--- config.mk ---
export PLATFORM = sky130hd
export DESIGN_NAME = alu_arbiter
export DESIGN_NICKNAME = d
export VERILOG_FILES = /design/src/rtl/alu_arbiter.sv
export SDC_FILE = /design/constraint.sdc
export NUM_CORES = 1
export LEC_CHECK = 0
export CAP_MARGIN = 10
export CORE_MARGIN = 4
export CORE_UTILIZATION = 34
export DETAILED_ROUTE_END_ITERATION = 10
export GPL_ROUTABILITY_DRIVEN = 0
export GPL_TIMING_DRIVEN = 0
export PLACE_DENSITY = 0.76
export SLEW_MARGIN = 20
export SYNTH_ARGS = -nofsm -noshare
export SYNTH_HDL_FRONTEND = slang
export SYNTH_SLANG_ARGS = --single-unit
--- constraint.sdc ---
create_clock -name clk -period 1.6 [get_ports clk]
set_clock_uncertainty 0.1 [all_clocks]
set_input_delay 0.16 -clock clk [delete_from_list [all_inputs] [get_ports clk]]
set_output_delay 0.16 -clock clk [all_outputs]
set_load 0.01 [all_outputs]
--- src/rtl/alu_arbiter.sv ---
// Two-requester sequencer for a shared combinational ALU: round-robin grant,
// operand capture, one-cycle execute, registered result with req/ack/done pulses.
module alu_arbiter #(
  parameter int DATA_WIDTH = 32,
  parameter int OPRN_WIDTH = 6,
  parameter int OPRN_MAX   = 9
) (
  input  logic                  clk,
  input  logic                  rst,
  input  logic                  req_a,
  input  logic [DATA_WIDTH-1:0] op1_a,
  input  logic [DATA_WIDTH-1:0] op2_a,
  input  logic [OPRN_WIDTH-1:0] oprn_a,
  input  logic                  req_b,
  input  logic [DATA_WIDTH-1:0] op1_b,
  input  logic [DATA_WIDTH-1:0] op2_b,
  input  logic [OPRN_WIDTH-1:0] oprn_b,
  output logic                  ack_a,
  output logic                  ack_b,
  output logic                  done_a,
  output logic                  done_b,
  output logic [DATA_WIDTH-1:0] result,
  output logic                  result_zero,
  output logic                  err,
  output logic                  busy,
  output logic [DATA_WIDTH-1:0] alu_op1,
  output logic [DATA_WIDTH-1:0] alu_op2,
  output logic [OPRN_WIDTH-1:0] alu_oprn,
  input  logic [DATA_WIDTH-1:0] alu_out,
  input  logic                  alu_zero
);

  // state   | meaning
  // ST_IDLE | waiting for a request; grant taken on this edge
  // ST_EXEC | captured operands drive the ALU; result registered at edge
  // ST_DONE | done pulse visible for the granted requester

  typedef enum logic [1:0] {ST_IDLE, ST_EXEC, ST_DONE} state_t;

  localparam logic [OPRN_WIDTH-1:0] OPRN_MAX_L = OPRN_WIDTH'(OPRN_MAX);

  state_t                  state_q, state_d;
  logic                    last_q;   // 1 = B served last
  logic                    grant_q;  // 1 = B currently granted
  logic                    take;
  logic                    pick_b;
  logic                    legal;
  logic [OPRN_WIDTH-1:0]   sel_oprn;

  always_comb begin
    state_d  = state_q;
    take     = 1'b0;
    pick_b   = 1'b0;
    sel_oprn = oprn_a;
    legal    = 1'b0;
    case (state_q)
      ST_IDLE: begin
        if (req_a || req_b) begin
          take     = 1'b1;
          pick_b   = req_b && (!req_a || !last_q);
          sel_oprn = pick_b ? oprn_b : oprn_a;
          legal    = (sel_oprn != '0) && (sel_oprn <= OPRN_MAX_L);
          state_d  = legal ? ST_EXEC : ST_DONE;
        end
      end
      ST_EXEC: state_d = ST_DONE;
      ST_DONE: state_d = ST_IDLE;
      default: state_d = ST_IDLE;
    endcase
  end

  always_ff @(posedge clk) begin
    if (rst) begin
      state_q     <= ST_IDLE;
      last_q      <= 1'b1;
      grant_q     <= 1'b0;
      ack_a       <= 1'b0;
      ack_b       <= 1'b0;
      done_a      <= 1'b0;
      done_b      <= 1'b0;
      result      <= '0;
      result_zero <= 1'b0;
      err         <= 1'b0;
      alu_op1     <= '0;
      alu_op2     <= '0;
      alu_oprn    <= '0;
    end else begin
      state_q <= state_d;
      ack_a   <= 1'b0;
      ack_b   <= 1'b0;
      done_a  <= 1'b0;
      done_b  <= 1'b0;
      if (take) begin
        alu_op1  <= pick_b ? op1_b : op1_a;
        alu_op2  <= pick_b ? op2_b : op2_a;
        alu_oprn <= legal ? sel_oprn : '0;
        ack_a    <= !pick_b;
        ack_b    <= pick_b;
        last_q   <= pick_b;
        grant_q  <= pick_b;
        // Illegal op code skips EXEC and completes on the grant edge.
        if (!legal) begin
          result      <= '0;
          result_zero <= 1'b0;
          err         <= 1'b1;
          done_a      <= !pick_b;
          done_b      <= pick_b;
        end
      end
      if (state_q == ST_EXEC) begin
        result      <= alu_out;
        result_zero <= alu_zero;
        err         <= 1'b0;
        done_a      <= !grant_q;
        done_b      <= grant_q;
      end
    end
  end

  assign busy = (state_q != ST_IDLE);

endmodule

==> impl_metrics.csv, run 1 <==
group,metric,value,unit
timing,slew_violations,0,
route,wl_per_cell,20.39,um
route,firstDrtPassIters,7,
synthesis,syn_area,0.004830,mm2
timing,rsz0062_at_grt,"true",
run_status,violations,"setup timing",
pwr,leakagePower,3.349,nW
route,finalWirelength,20490,um
synthesis,synth-seq-cells,112,
pwr,seqPwrFrac,42.2,%
cts,path_clk_slew,0.07,ns
placement,dp_hpwl,14890,um
timing,fin_setup_tns,-0.9526,ns
finish,antenna_cells,0,
synthesis,synth.distinct_cells,35,
critical_path,critPathSlowestCell,"or4_4",
finish,area_delta_synth_final,84.33,%
synthesis,yosys_warnings,0,
critical_path,worst-path-max-fanout,8,
synthesis,synth-edff-count,0,
cts,h-tree-depth,3,
timing,fmax,596.0,MHz
cts,root_buffer,"clkbuf_16",
finish,nets,997,
floorplanning,die_w,127.2,um
critical_path,cp_data_required_time,1.71,ns
timing,setup_violations,30,
synthesis,ys_seq_area_share,46.42,%
placement,port_buffers,285,
synthesis,syn_inst,513,
critical_path,slowest_delay,0.54,ns
timing,hold_violations,0,
run_status,status,"finished, violations left",
pwr,vdd_drop_max,0.0005163,V
pwr,p_sw_share,27.08,%
finish,final_cell_mix,"clkdlybuf4s50_1 (267), dfxtp_1 (106), a21oi_1 (97)",
floorplanning,die_area,0.01618,mm2
pwr,power.internal,5.434,mW
global_route,grt_antenna_before_repair,0,
floorplanning,io_pins,286,
timing,worst_pin_slew,0.5882,ns
critical_path,crit_chain,"dlygate4sd2_1 -> or4_4 -> and4_4 -> clkbuf_16 -> o311ai_2 -> a21oi_1",
floorplanning,start_util,34.79,%
placement,dpl_cell_area,0.007908,mm2
synthesis,synthArstFlopShare,0,%
route,drt-vias-per-instance,5.515,
floorplanning,die_y,127.2,um
critical_path,critPathArrivalTime,1.79,ns
timing,period_minus_slack,1.678,ns
hold_path,hp-class,"primary input to register",
cts,cts.sinks,112,
cts,clockBufferDepth,2,
timing,finalCritPeriodShare,104.9,%
critical_path,end_kind,"register",
synthesis,synthesis.nets,690,
global_route,grt_pass1_wl,30500,um
finish,fin_util,64.13,%
pwr,combPwrFrac,27.2,%
timing,fin_ws,-0.07793,ns
pwr,pwr-share-clk,30.6,%
critical_path,critPathTopFamily,"simple AND/OR/NAND/NOR gates",
cts,insertion_delay,0.35,ns
cts,cts_tree,"built",
route,antenna_left,0,
critical_path,critPathBufInv,2,
global_route,grt_max_degree,17,
pwr,p_sw,2.019,mW
finish,drive_above_1_share,23.15,%
finish,design_area,0.008902,mm2
route,drtIter0Drc,296,
floorplanning,core_area,0.01388,mm2
pwr,power_density,837.2,mW/mm2
critical_path,worstSetupStartpointType,"primary input",
synthesis,synth_ff_type,"dfxtp_1",
global_route,grt_use_total,23.48,%
floorplanning,num_rows,43,
cts,numCtsBuffers,9,
critical_path,critPathKind,"primary input to register",
finish,layout_commonest_cell,"clkdlybuf4s50_1",
synthesis,syn_area_per_cell,9.414,um2
timing,relSlewSlack,60.79,%
global_route,gr-total-overflow,0,
global_route,grt_pass1_vias,5600,
route,route.detailed.drc,0,
route,vias,5543,
run,maxCapViolCount,0,
registers in the layout, indices dropped and copies added (netlist names):
signal,count
alu_op1,32
alu_op2,32
result,32
alu_oprn,6
state_q,2
ack_a,1
ack_b,1
done_a,1
done_b,1
err,1
grant_q,1
last_q,1
result_zero,1
power by group through the flow:
stage / clock (mW) / combinational, mW / sequential [mW]
2_1_floorplan: 0 / 0.653 / 3.29
3_3_place_gp: 0 / 1.84 / 3.19
3_5_place_dp: 0 / 1.88 / 3.21
4_1_cts: 2.34 / 1.95 / 3.14
5_1_grt: 2.42 / 2.17 / 3.17
6_report: 2.28 / 2.03 / 3.15
synthesized netlist by cell type, types with 2 or more instances:
| master | n | share of area (%) |
|---|---|---|
| nand4b_1 | 2 | 0.36 |
| buf_6 | 4 | 0.93 |
| inv_1 | 67 | 5.2 |
| a21oi_1 | 100 | 10 |
| a311oi_1 | 2 | 0.36 |
| nand2b_1 | 2 | 0.26 |
| buf_2 | 11 | 1.1 |
| nor2_1 | 10 | 0.78 |
| buf_1 | 3 | 0.23 |
| o211ai_1 | 2 | 0.31 |
| a22o_1 | 3 | 0.54 |
| nand4_1 | 2 | 0.26 |
| o311ai_1 | 25 | 4.5 |
| o221a_2 | 62 | 14 |
| o311ai_0 | 7 | 1.3 |
| mux2_2 | 2 | 0.47 |
| clkbuf_1 | 37 | 2.9 |
| nand2_1 | 4 | 0.31 |
| nor3b_1 | 3 | 0.47 |
| a22oi_1 | 33 | 5.1 |
| o221a_1 | 2 | 0.47 |
| o21ai_0 | 3 | 0.31 |
| nor3_1 | 4 | 0.41 |
| dfxtp_1 | 112 | 46 |
final timing paths:
path | from | end | slack [ns] | depth (start not counted)
max | oprn_b[3] | result[23] | -0.08 | 6
min | oprn_b[0] | alu_oprn[0] | 0.1 | 3
max reg2reg | last_q | result[8] | -0.06 | 6
min reg2reg | grant_q | grant_q | 0.38 | 2
final cells by class:
type / count / area, um2
buffer: 54 / 406.6
clock buffer: 14 / 254.0
clock inverter: 2 / 38.79
fill: 1134 / 4979
inverter: 67 / 251.5
multi-input combinational: 280 / 2464
sequential: 112 / 2252
tap: 180 / 225.2
timing repair buffer: 296 / 3010
kinds of logic after synthesis:
group,count (synthesis),synth area share [%]
AND/OR/NAND/NOR,34,4.223
flip-flops,112,46.42
buffers and inverters,122,10.39
AO/OA/AOI/OAI,243,38.50
multiplexers,2,0.4663
metrics by stage:
step / hold WS [ns] / power [mW] / instances / worst slack (ns)
6_report: 0.09746 / 7.453 / 1005 / -0.07793
5_1_grt: 0.1221 / 7.761 / 1005 / -0.1152
4_1_cts: 0.1634 / 7.437 / 998 / -0.06269
3_5_place_dp: 0.3560 / 5.082 / 978 / -0.8595
3_3_place_gp: 0.3470 / 5.030 / 978 / -0.7824
2_1_floorplan: 0.1487 / 3.946 / 513 / -0.03601
tightest hold or removal path: cells and delay by family:
| kind | cells | cell delay (ns) |
|---|---|---|
| simple gates | 1 | 0.10 |
| compound gates | 1 | 0.09 |
| buf+inv | 1 | 0.15 |
layer usage:
layer	global-route usage [%]	routed length, um	vias to the layer above
li1	-	-	2574
met1	28.62	8221	2664
met2	41.34	10280	265
met3	4.682	1439	40
met4	7.886	556	0
met5	0	0	-
repair_timing:
item	4_1_cts	5_1_grt
hold buffers	0	0
endpoints found under the setup margin	113	110
buffers inserted	4	4
resized for setup	81	98
hold endpoints to repair	0	0
gates cloned	1	3
pin swaps	5	11
No activity file was read; power rests on OpenSTA's default activity.
==> run 2: changes to the inputs <==
--- a/config.mk
+++ b/config.mk
@@ -6,6 +6,7 @@
 export NUM_CORES = 1
 export LEC_CHECK = 0
 export CAP_MARGIN = 10
+export CORE_ASPECT_RATIO = 0.6
 export CORE_MARGIN = 4
 export CORE_UTILIZATION = 34
 export DETAILED_ROUTE_END_ITERATION = 10
==> run 2 against run 1 <==
Effect of this change: the flow still finishes with violations (setup timing); global-route usage is 0.21 points lower; sequential cell count stayed put; combinational power hardly changed; first-iteration DRC count is 2.0% higher; clock-buffer cell count is 3 lower; final area is 0.84% lower; critical path type unchanged; largest power group unchanged; highest routed layer unchanged.
==> impl_metrics.csv, run 2 (synthesized netlist as in run 1, its figures left out) <==
group,metric,value,unit
pwr,seqPwrFrac,41.2,%
placement,pre_cts_ws,-0.7595,ns
critical_path,worst-path-max-fanout,6,
critical_path,critPathArrivalTime,1.89,ns
finish,nets,1000,
global_route,grt_max_degree,19,
route,route.detailed.drc,0,
pwr,leakagePower,3.200,nW
cts,root_buffer,"clkbuf_16",
cts,cts_tree,"built",
pwr,power.internal,5.593,mW
pwr,vdd_drop_max,0.0005005,V
finish,nFillCells,1150,
global_route,grt_antenna_before_repair,1,
route,antenna_left,0,
cts,path_clk_slew,0.08,ns
route,wl_per_cell,19.77,um
finish,multi_input_comb_area,0.002394,mm2
pwr,power.total,7.653,mW
global_route,gr-total-overflow,0,
placement,dp_hpwl,15090,um
global_route,grt_pass1_vias,5613,
cts,cts.sinks,112,
finish,final_cell_mix,"clkdlybuf4s50_1 (274), dfxtp_1 (109), a21oi_1 (95)",
timing,relSlewSlack,63.68,%
cts,holdBufCountCts,0,
floorplanning,start_util,35.02,%
finish,reg_top3,"alu_op1 x32, alu_op2 x32, result x32",
cts,h-tree-depth,3,
timing,fin_setup_tns,-2.229,ns
finish,fin_util,64.01,%
critical_path,cp_data_required_time,1.77,ns
run_status,status,"finished, violations left",
floorplanning,die_y,100.3,um
pwr,p_sw_share,26.92,%
cts,clockBufferDepth,2,
finish,layout_commonest_cell,"clkdlybuf4s50_1",
timing,finalCritPeriodShare,107.4,%
route,drtIter0Drc,302,
floorplanning,core_area,0.01379,mm2
pwr,power_density,867.0,mW/mm2
timing,setup_violations,36,
pwr,pwr-share-clk,32.7,%
global_route,grt_use_total,23.26,%
floorplanning,io_pins,286,
timing,hold_violations,0,
placement,port_buffers,285,
critical_path,critPathKind,"primary input to register",
critical_path,worstSetupStartpointType,"primary input",
run,maxCapViolCount,0,
timing,fmax,582.1,MHz
pwr,combPwrFrac,26.2,%
run_status,violations,"setup timing",
floorplanning,num_rows,33,
timing,worst_pin_slew,0.5448,ns
route,firstDrtPassIters,5,
route,vias,5369,
finish,seqCellArea,0.002246,mm2
route,finalWirelength,20190,um
timing,fin_ws,-0.1179,ns
pwr,p_sw,2.060,mW
finish,drive_above_1_share,22.10,%
floorplanning,die_w,161.9,um
floorplanning,die_area,0.01624,mm2
route,drt-vias-per-instance,5.259,
cts,numCtsBuffers,9,
global_route,grt_pass1_wl,30550,um
timing,rsz0062_at_grt,"true",
timing,slew_violations,0,
finish,area_delta_synth_final,82.77,%
critical_path,end_kind,"register",
cts,insertion_delay,0.33,ns
hold_path,hp-class,"primary input to register",
timing,period_minus_slack,1.718,ns
## run 2: layer usage
layer,global-route usage (%),vias up,wire length [um]
met1,31.06,2528,8981
met4,4.938,0,265
li1,-,2579,-
met5,0,-,0
met2,37.80,242,9285
met3,6.771,20,1658
## run 2: critical path, stage by stage
cell             delay, ns
clkdlybuf4s50_1       0.40
nor2_1                0.38
and4_4                0.43
buf_6                 0.14
buf_16                0.12
o311ai_4              0.10
a21oi_2               0.15
## run 2: worst paths after layout
kind	cells after the start	slack, ns	endpoint	from
worst max register to register	7	-0.08	result[27]	last_q
worst min-delay path	3	0.10	alu_oprn[0]	oprn_b[0]
worst min register to register	2	0.37	alu_oprn[2]	alu_oprn[2]
worst max-delay path	7	-0.12	result[27]	oprn_b[4]
## run 2: stage by stage
step	cell area (um2)	instances	hold WS, ns
4_1_cts	8572	1014	0.1484
6_report	8827	1021	0.1014
2_1_floorplan	4830	513	0.1487
5_1_grt	8827	1021	0.1458
3_3_place_gp	7923	990	0.3408
3_5_place_dp	7923	990	0.3574
## run 2: power by group through the flow
stage,clock [mW],combinational (mW),sequential [mW]
after floorplan,0,0.653,3.29
after global placement,0,1.85,3.20
after detailed placement,0,1.88,3.21
after CTS,2.53,1.96,3.15
after global routing,2.63,2.15,3.18
final,2.50,2.00,3.15
## run 2: timing repair
action | CTS | global route
gates cloned | 3 | 0
endpoints found under the setup margin | 113 | 106
pin swaps | 13 | 16
buffers inserted | 7 | 7
resized for setup | 78 | 75
## run 2: area by class of cell
cell class                 count  area share [%]
sequential                   112           25.44
clock inverter                 5           1.006
clock buffer                  11           2.750
timing repair buffer         301           34.29
antenna                        1         0.02835
inverter                      67           2.849
buffer                        52           3.799
tap                          192           2.721
multi-input combinational    280           27.12
==> run 3: changes to the inputs <==
==> constraint.sdc (replaced) <==
create_clock -name clk -period 1.6 [get_ports clk]
set_clock_uncertainty 0.1 [all_clocks]
set_input_delay 0.32 -clock clk [delete_from_list [all_inputs] [get_ports clk]]
set_output_delay 0.32 -clock clk [all_outputs]
set_load 0.01 [all_outputs]
==> run 3 against run 2 <==
Effect of this change: the flow still finishes with violations (setup timing); fmax is 1.1% lower; non-clock buffer count stayed put; clock-buffer cell count decreased by 2; largest cell class unchanged; clock power grew 2%; cell count hardly changed; sequential cell count stayed put; critical path depth unchanged; final area increased by 0.28%.
==> impl_metrics.csv, run 3 (synthesized netlist as in run 1, its figures left out) <==
group,metric,value,unit
finish,design_area,0.008852,mm2
critical_path,cp-startpoint,"oprn_b[3]",
finish,multi_input_comb_area,0.002484,mm2
timing,relSlewSlack,62.43,%
floorplanning,core_area,0.01379,mm2
timing,fmax,575.7,MHz
critical_path,worstReg2RegStart,"last_q",
finish,antenna_cells,0,
route,drtIter0Drc,433,
timing,worst_pin_slew,0.5636,ns
floorplanning,num_rows,33,
run,maxCapViolCount,0,
finish,nFillCells,1171,
critical_path,critPathKind,"primary input to register",
pwr,vdd_drop_max,0.0007335,V
finish,final_cell_mix,"clkdlybuf4s50_1 (164), dlygate4sd2_1 (112), dfxtp_1 (108)",
critical_path,critPathArrivalTime,1.84,ns
route,antenna_left,0,
timing,slew_violations,0,
floorplanning,io_pins,286,
finish,fin_util,64.19,%
cts,numCtsBuffers,9,
critical_path,worst-path-max-fanout,6,
critical_path,r2r_slack,-0.10,ns
placement,dpl_cell_area,0.007923,mm2
critical_path,end_kind,"register",
global_route,grt_antenna_before_repair,0,
global_route,grt_pass1_wl,31380,um
cts,root_buffer,"clkbuf_16",
cts,insertion_delay,0.34,ns
critical_path,worstSetupStartpointType,"primary input",
floorplanning,start_util,35.02,%
cts,h-tree-depth,3,
finish,area_delta_synth_final,83.29,%
global_route,grt_max_degree,21,
timing,finalCritPeriodShare,108.6,%
critical_path,cp_data_required_time,1.71,ns
run_status,violations,"setup timing",
hold_path,hp-class,"primary input to register",
critical_path,ff2ff_path_depth,7,
floorplanning,die_area,0.01624,mm2
route,finalWirelength,20930,um
critical_path,rr_endpoint,"result[13]",
finish,reg_top3,"alu_op1 x32, alu_op2 x32, result x32",
global_route,grt_use_total,24.07,%
route,wl_per_cell,20.52,um
floorplanning,die_w,161.9,um
pwr,leakagePower,3.637,nW
placement,port_buffers,285,
critical_path,crit_end,"result[13]",
timing,setup_violations,29,
finish,layout_commonest_cell,"clkdlybuf4s50_1",
finish,drive_above_1_share,24.40,%
placement,pre_cts_ws,-1.012,ns
cts,cts_tree,"built",
cts,clockBufferDepth,2,
finish,nets,1000,
finish,seqCellArea,0.002250,mm2
pwr,power_density,858.3,mW/mm2
cts,cts.sinks,112,
cts,path_clk_slew,0.08,ns
timing,hold_violations,0,
route,drt-vias-per-instance,5.520,
route,firstDrtPassIters,5,
timing,rsz0062_at_grt,"true",
global_route,gr-total-overflow,0,
finish,fin_cells,1020,
timing,fin_ws,-0.1372,ns
timing,fin_setup_tns,-1.948,ns
route,vias,5630,
global_route,grt_pass1_vias,5727,
route,route.detailed.drc,0,
run_status,status,"finished, violations left",
placement,dp_hpwl,15270,um
placement,dp_cells,990,
timing,period_minus_slack,1.737,ns
floorplanning,die_y,100.3,um
## run 3: cell types whose count changed in the layout (fill, tap and decap cells not counted), moves of 3 or more
cell | before | now
clkdlybuf4s50_1 | 274 | 164
dlygate4sd2_1 | 7 | 112
o311ai_2 | 10 | 20
o311ai_1 | 13 | 4
buf_2 | 3 | 11
buf_4 | 17 | 11
clkbuf_1 | 8 | 3
a21oi_1 | 95 | 99
a21oi_2 | 5 | 1
buf_12 | 2 | 5
nor2_4 | 2 | 5
## run 3: power breakdown
group          internal, mW  leakage, nW  total [mW]  switching [mW]
Clock                  1.42        0.162        2.56            1.14
Combinational          1.01         2.55        1.90           0.889
Sequential             3.01        0.924        3.14           0.128
## run 3: area by class of cell
cell class / count / area share [%]
Sequential cell: 112 / 25.41
Multi-Input combinational cell: 280 / 28.06
Clock buffer: 9 / 2.544
Timing Repair Buffer: 299 / 32.73
Inverter: 67 / 2.841
Tap cell: 192 / 2.714
Buffer: 54 / 4.452
Clock inverter: 7 / 1.244
## run 3: layer usage
layer / track usage [%] / wire length, um / vias to the layer above
met4: 6.173 / 404 / 0
met2: 38.99 / 9750 / 250
met5: 0 / 0 / -
li1: - / - / 2585
met1: 32.79 / 9227 / 2766
met3: 5.375 / 1552 / 29
## run 3: worst min-delay path by stage
stage | from | slack (ns) | cells after the start | to
floorplan | rst | 0.31 | 1 | ack_b
global placement | alu_oprn[2] | 0.34 | 2 | alu_oprn[2]
detailed placement | alu_oprn[1] | 0.36 | 2 | alu_oprn[1]
CTS | oprn_b[3] | 0.14 | 3 | alu_oprn[3]
global route | oprn_b[3] | 0.18 | 3 | alu_oprn[3]
finish | oprn_b[3] | 0.18 | 3 | alu_oprn[3]
## run 3: repair_timing
| item | in CTS | in global routing |
|---|---|---|
| pin swaps | 20 | 22 |
| gates cloned | 5 | 2 |
| hold buffers | 0 | 0 |
| buffers inserted | 7 | 2 |
| endpoints found under the setup margin | 221 | 100 |
| gates resized for setup | 238 | 68 |
## run 3: metrics by stage
| stage | hold WS, ns | power, mW |
|---|---|---|
| 6_report | 0.1817 | 7.598 |
| 5_1_grt | 0.1807 | 7.915 |
| 4_1_cts | 0.1429 | 7.566 |
| 3_5_place_dp | 0.3555 | 5.084 |
| 3_3_place_gp | 0.3448 | 5.030 |
| 2_1_floorplan | 0.3087 | 3.946 |
## run 3: critical path: stages
cell,delay (ns)
buf_6,0.10
or4_4,0.52
and4_4,0.26
buf_4,0.16
buf_8,0.13
o311ai_2,0.23
a21oi_1,0.12
==> patch 1, RTL diff (flow settings as in run 2) <==
Encoding of `state_t`: now one-hot (3 bits for 3 states).
--- a/src/rtl/alu_arbiter.sv
+++ b/src/rtl/alu_arbiter.sv
@@ -36,5 +36,5 @@
   // ST_DONE | done pulse visible for the granted requester
 
-  typedef enum logic [1:0] {ST_IDLE, ST_EXEC, ST_DONE} state_t;
+  typedef enum logic [2:0] {ST_IDLE = 3'b001, ST_EXEC = 3'b010, ST_DONE = 3'b100} state_t;
 
   localparam logic [OPRN_WIDTH-1:0] OPRN_MAX_L = OPRN_WIDTH'(OPRN_MAX);
Function: no difference found for any inputs over 10 cycles, from zero or initial values and one cycle with rst high; not proved beyond that.
==> patch 1 against run 2 <==
- the flow still finishes with violations (negative setup slack)
- synthesized area decreased by 12%
- routed wire length decreased by 12%
- utilization increased by 5.7 points
- cell area decreased by 3.8%
- non-clock buffer count increased by 4
- synthesized cell count decreased by 15%
- power increased by 22%
- worst setup slack got worse by 0.18 ns
- sequential cell count increased by 1
- final cell count decreased by 7.6%
- first-iteration DRC count decreased by 46%
- critical path type is now flop to flop
- largest power group is now clock
- highest routed layer unchanged
==> patch 1: results <==
group,metric,value,unit
synth,ys_top_cells_by_area,"dfxtp_1 53%, o221ai_1 13%, a21oi_1 7.6%",
placed_design,dp_slack,-0.7683,ns
global_route,grt_pass1_vias,4935,
worst_hold_path,hold_depth,2,
synth,avgSynthCellArea,9.811,um^2
drt,drtIter0Drc,163,
setup_path,crit_path_start,"state_q[2]",
drt,wl_met3,1.325,mm
setup_path,crit_slowest_cell,"or3b_1",
global_route,grt_usage,0.2298,
clock_network,clockBufferDepth,2,
global_route,grt.met3_usage,0.06731,
pwr,irDropWorstVdd,0.0007214,V
clock_network,cts_made_buffers,17,
setup_path,cpPeakStageDelay,0.39,ns
outcome,violations,"negative setup slack",
synth,synth_common_cells,"113 x dfxtp_1, 67 x nand2_1, 65 x a21oi_1",
outcome,status,"complete, but fails checks",
drt,vias_per_cell,5.169,
setup_path,reg2reg_slack,-0.30,ns
setup_path,critPathMaxFanout,8,
finish,fillers,911,
clock_network,clock_latency,0.40,ns
finish,stdcell_count,943,
global_route,grt_max_degree,17,
placed_design,post-place-cells,885,
timing,setup_viol,110,
clock_network,h-tree-depth,4,
drt,routedWlPerCell,18.90,um
setup_path,crit_family,"buffers and inverters",
clock_network,clk_pin_slew_worst_paths,0.06,ns
synth,yosysSeqAreaShare,0.5300,
pwr,leakage,3.465,nW
setup_path,timing.rr.end,"result[3]",
finish,antennaDiodeCount,0,
drt,wl_met1,7.449,mm
timing,setup_ws,-0.2988,ns
global_route,grtUsageMet2,0.3882,
global_route,grt_pass1_wl,26.51,mm
global_route,grt_use_met1,0.2830,
global_route,antenna_found_initial,0,
synth,syn_nets,612,
[patch 1: stage by stage]
stage                     setup TNS, ns  power [mW]  utilization
after global placement           -63.09       5.186       0.6060
after floorplan                  -5.885       4.083            -
after detailed placement         -67.23       5.239       0.6060
final                            -24.28       9.325       0.6975
after global routing             -29.28       9.689       0.6975
after CTS                        -24.58       9.258       0.6743
[patch 1: cell families (layout without fill, tap and decap cells)]
group | count (synthesis) | after routing | share of synthesized area
AO/OA/AOI/OAI | 177 | 177 | 0.3067
buffers and inverters | 46 | 389 | 0.05746
multiplexers | 2 | 2 | 0.004691
flip-flops | 113 | 113 | 0.5300
AND/OR/NAND/NOR | 97 | 97 | 0.1011
[patch 1: worst min path at each step]
stage                            end   startpoint  slack [ns]
after floorplan                ack_b          rst        0.15
after global placement    alu_op1[1]   alu_op1[1]        0.34
after detailed placement  alu_op1[7]   alu_op1[7]        0.34
after CTS                  result[7]   alu_out[7]        0.25
after global routing      result[21]  alu_out[21]        0.25
final                     result[12]  alu_out[12]        0.26
[patch 1: report_power, final]
group          internal, mW  leakage [nW]  switching (mW)
clock network          2.40         0.287            1.43
logic                  1.33          2.25           0.990
registers              3.05         0.924           0.125
[patch 1: cell type report]
class	instances	area [um^2]	share of cell area
Sequential cell	113	2265	0.2666
Tap cell	165	206.4	0.02430
Buffer	45	381.6	0.04493
Timing Repair Buffer	312	3204	0.3772
Multi-Input combinational cell	276	1836	0.2161
Clock buffer	19	452.9	0.05332
Clock inverter	13	148.9	0.01753
[patch 1: timing repair]
action	CTS	global route
gates cloned	4	2
setup endpoints to repair	113	133
buffers inserted	13	9
hold buffers	0	0
gates resized for setup	30	56
pin swaps	5	12
==> patch 2, RTL diff (flow settings as in run 2) <==
Made on the original files. `OPRN_MAX`: 9 -> 6.
--- a/src/rtl/alu_arbiter.sv
+++ b/src/rtl/alu_arbiter.sv
@@ -4,5 +4,5 @@
   parameter int DATA_WIDTH = 32,
   parameter int OPRN_WIDTH = 6,
-  parameter int OPRN_MAX   = 9
+  parameter int OPRN_MAX   = 6
 ) (
   input  logic                  clk,
Check against the original RTL: not equivalent (Yosys sat finds a counterexample within 4 cycles, from zero or initial values and one cycle with rst high).
==> patch 2 against run 2 <==
- the flow still finishes with violations (negative setup slack)
- maximum frequency rose by 4.5%
- routed wire length fell by 17%
- worst setup slack improved by 0.074 ns
- synthesized cell count fell by 12%
- cell area fell by 8.6%
- power fell by 6.7%
- sequential cell count did not move
- synthesized area fell by 6.9%
- hold slack improved by 0.098 ns
- largest cell class unchanged
==> patch 2: results <==
group,metric,value,unit
outcome,status,"complete, but fails checks",
outcome,violations,"negative setup slack",
drt,wl_met1,7.161,mm
setup_path,timing.rr.end,"result[11]",
finish,buf_share,0.3996,
drt,route.met2.wl,7.836,mm
clock_network,postCtsSetupRepairBufs,1,
pwr,pwr-share-comb,0.257,
finish,nNonClkBuffers,332,
drt,drtIter0Drc,237,
pwr,p_total,7.139,mW
global_route,grt.met3_usage,0.06008,
global_route,grt_pass1_wl,25.21,mm
global_route,grt_use_met1,0.2668,
finish,n_all_inverters,2,
synth,synth.distinct_cells,33,
global_route,grt_max_degree,22,
placed_design,dp_slack,-0.4729,ns
timing,setup_ws,-0.04342,ns
setup_path,worstPathArrival,1.78,ns
worst_hold_path,hold_depth,4,
synth,syn_nets,629,
pwr,p_switching,1.980,mW
finish,clkCellAreaFrac,0.03692,
drt,vias_per_cell,4.941,
finish,drive_gt1_frac,0.1013,
synth,avgSynthCellArea,9.951,um^2
finish,regArea,0.002245,mm^2
timing,setup_viol,33,
placed_design,io_buffers,284,
drt,wl_met3,1.415,mm
worst_hold_path,hold_start,"rst",
global_route,grt_pass1_vias,4651,
placed_design,place_area,0.007553,mm^2
finish,multi_input_area_share,0.2578,
[patch 2: cell count changes after synthesis, moves of 22 or more]
cell      delta
inv_1       -65
mux2i_1     +36
nor2_1      +35
nand2_1     +30
a211oi_1    +36
nand2b_1    +26
o221a_2     -62
a22oi_1     -33
clkbuf_1    -22
o311ai_1    -25
o211ai_1    +26
a22o_1      +33
a21oi_1     -71
[patch 2: how the worst max path moves through the flow]
stage / from / end / slack [ns] / depth (start not counted)
global placement: req_b / alu_oprn[1] / -0.43 / 6
floorplan: last_q / alu_oprn[1] / 0.11 / 5
finish: oprn_a[0] / result[11] / -0.04 / 7
detailed placement: req_b / alu_oprn[1] / -0.47 / 6
global route: oprn_b[3] / result[8] / -0.09 / 7
CTS: req_b / result[24] / -0.005 / 7
[patch 2: worst max-delay path, stage by stage]
cell             delay (ns)
clkdlybuf4s50_1        0.44
or3_1                  0.44
nand4b_4               0.15
a31oi_4                0.10
buf_12                 0.15
buf_4                  0.15
a22o_1                 0.18
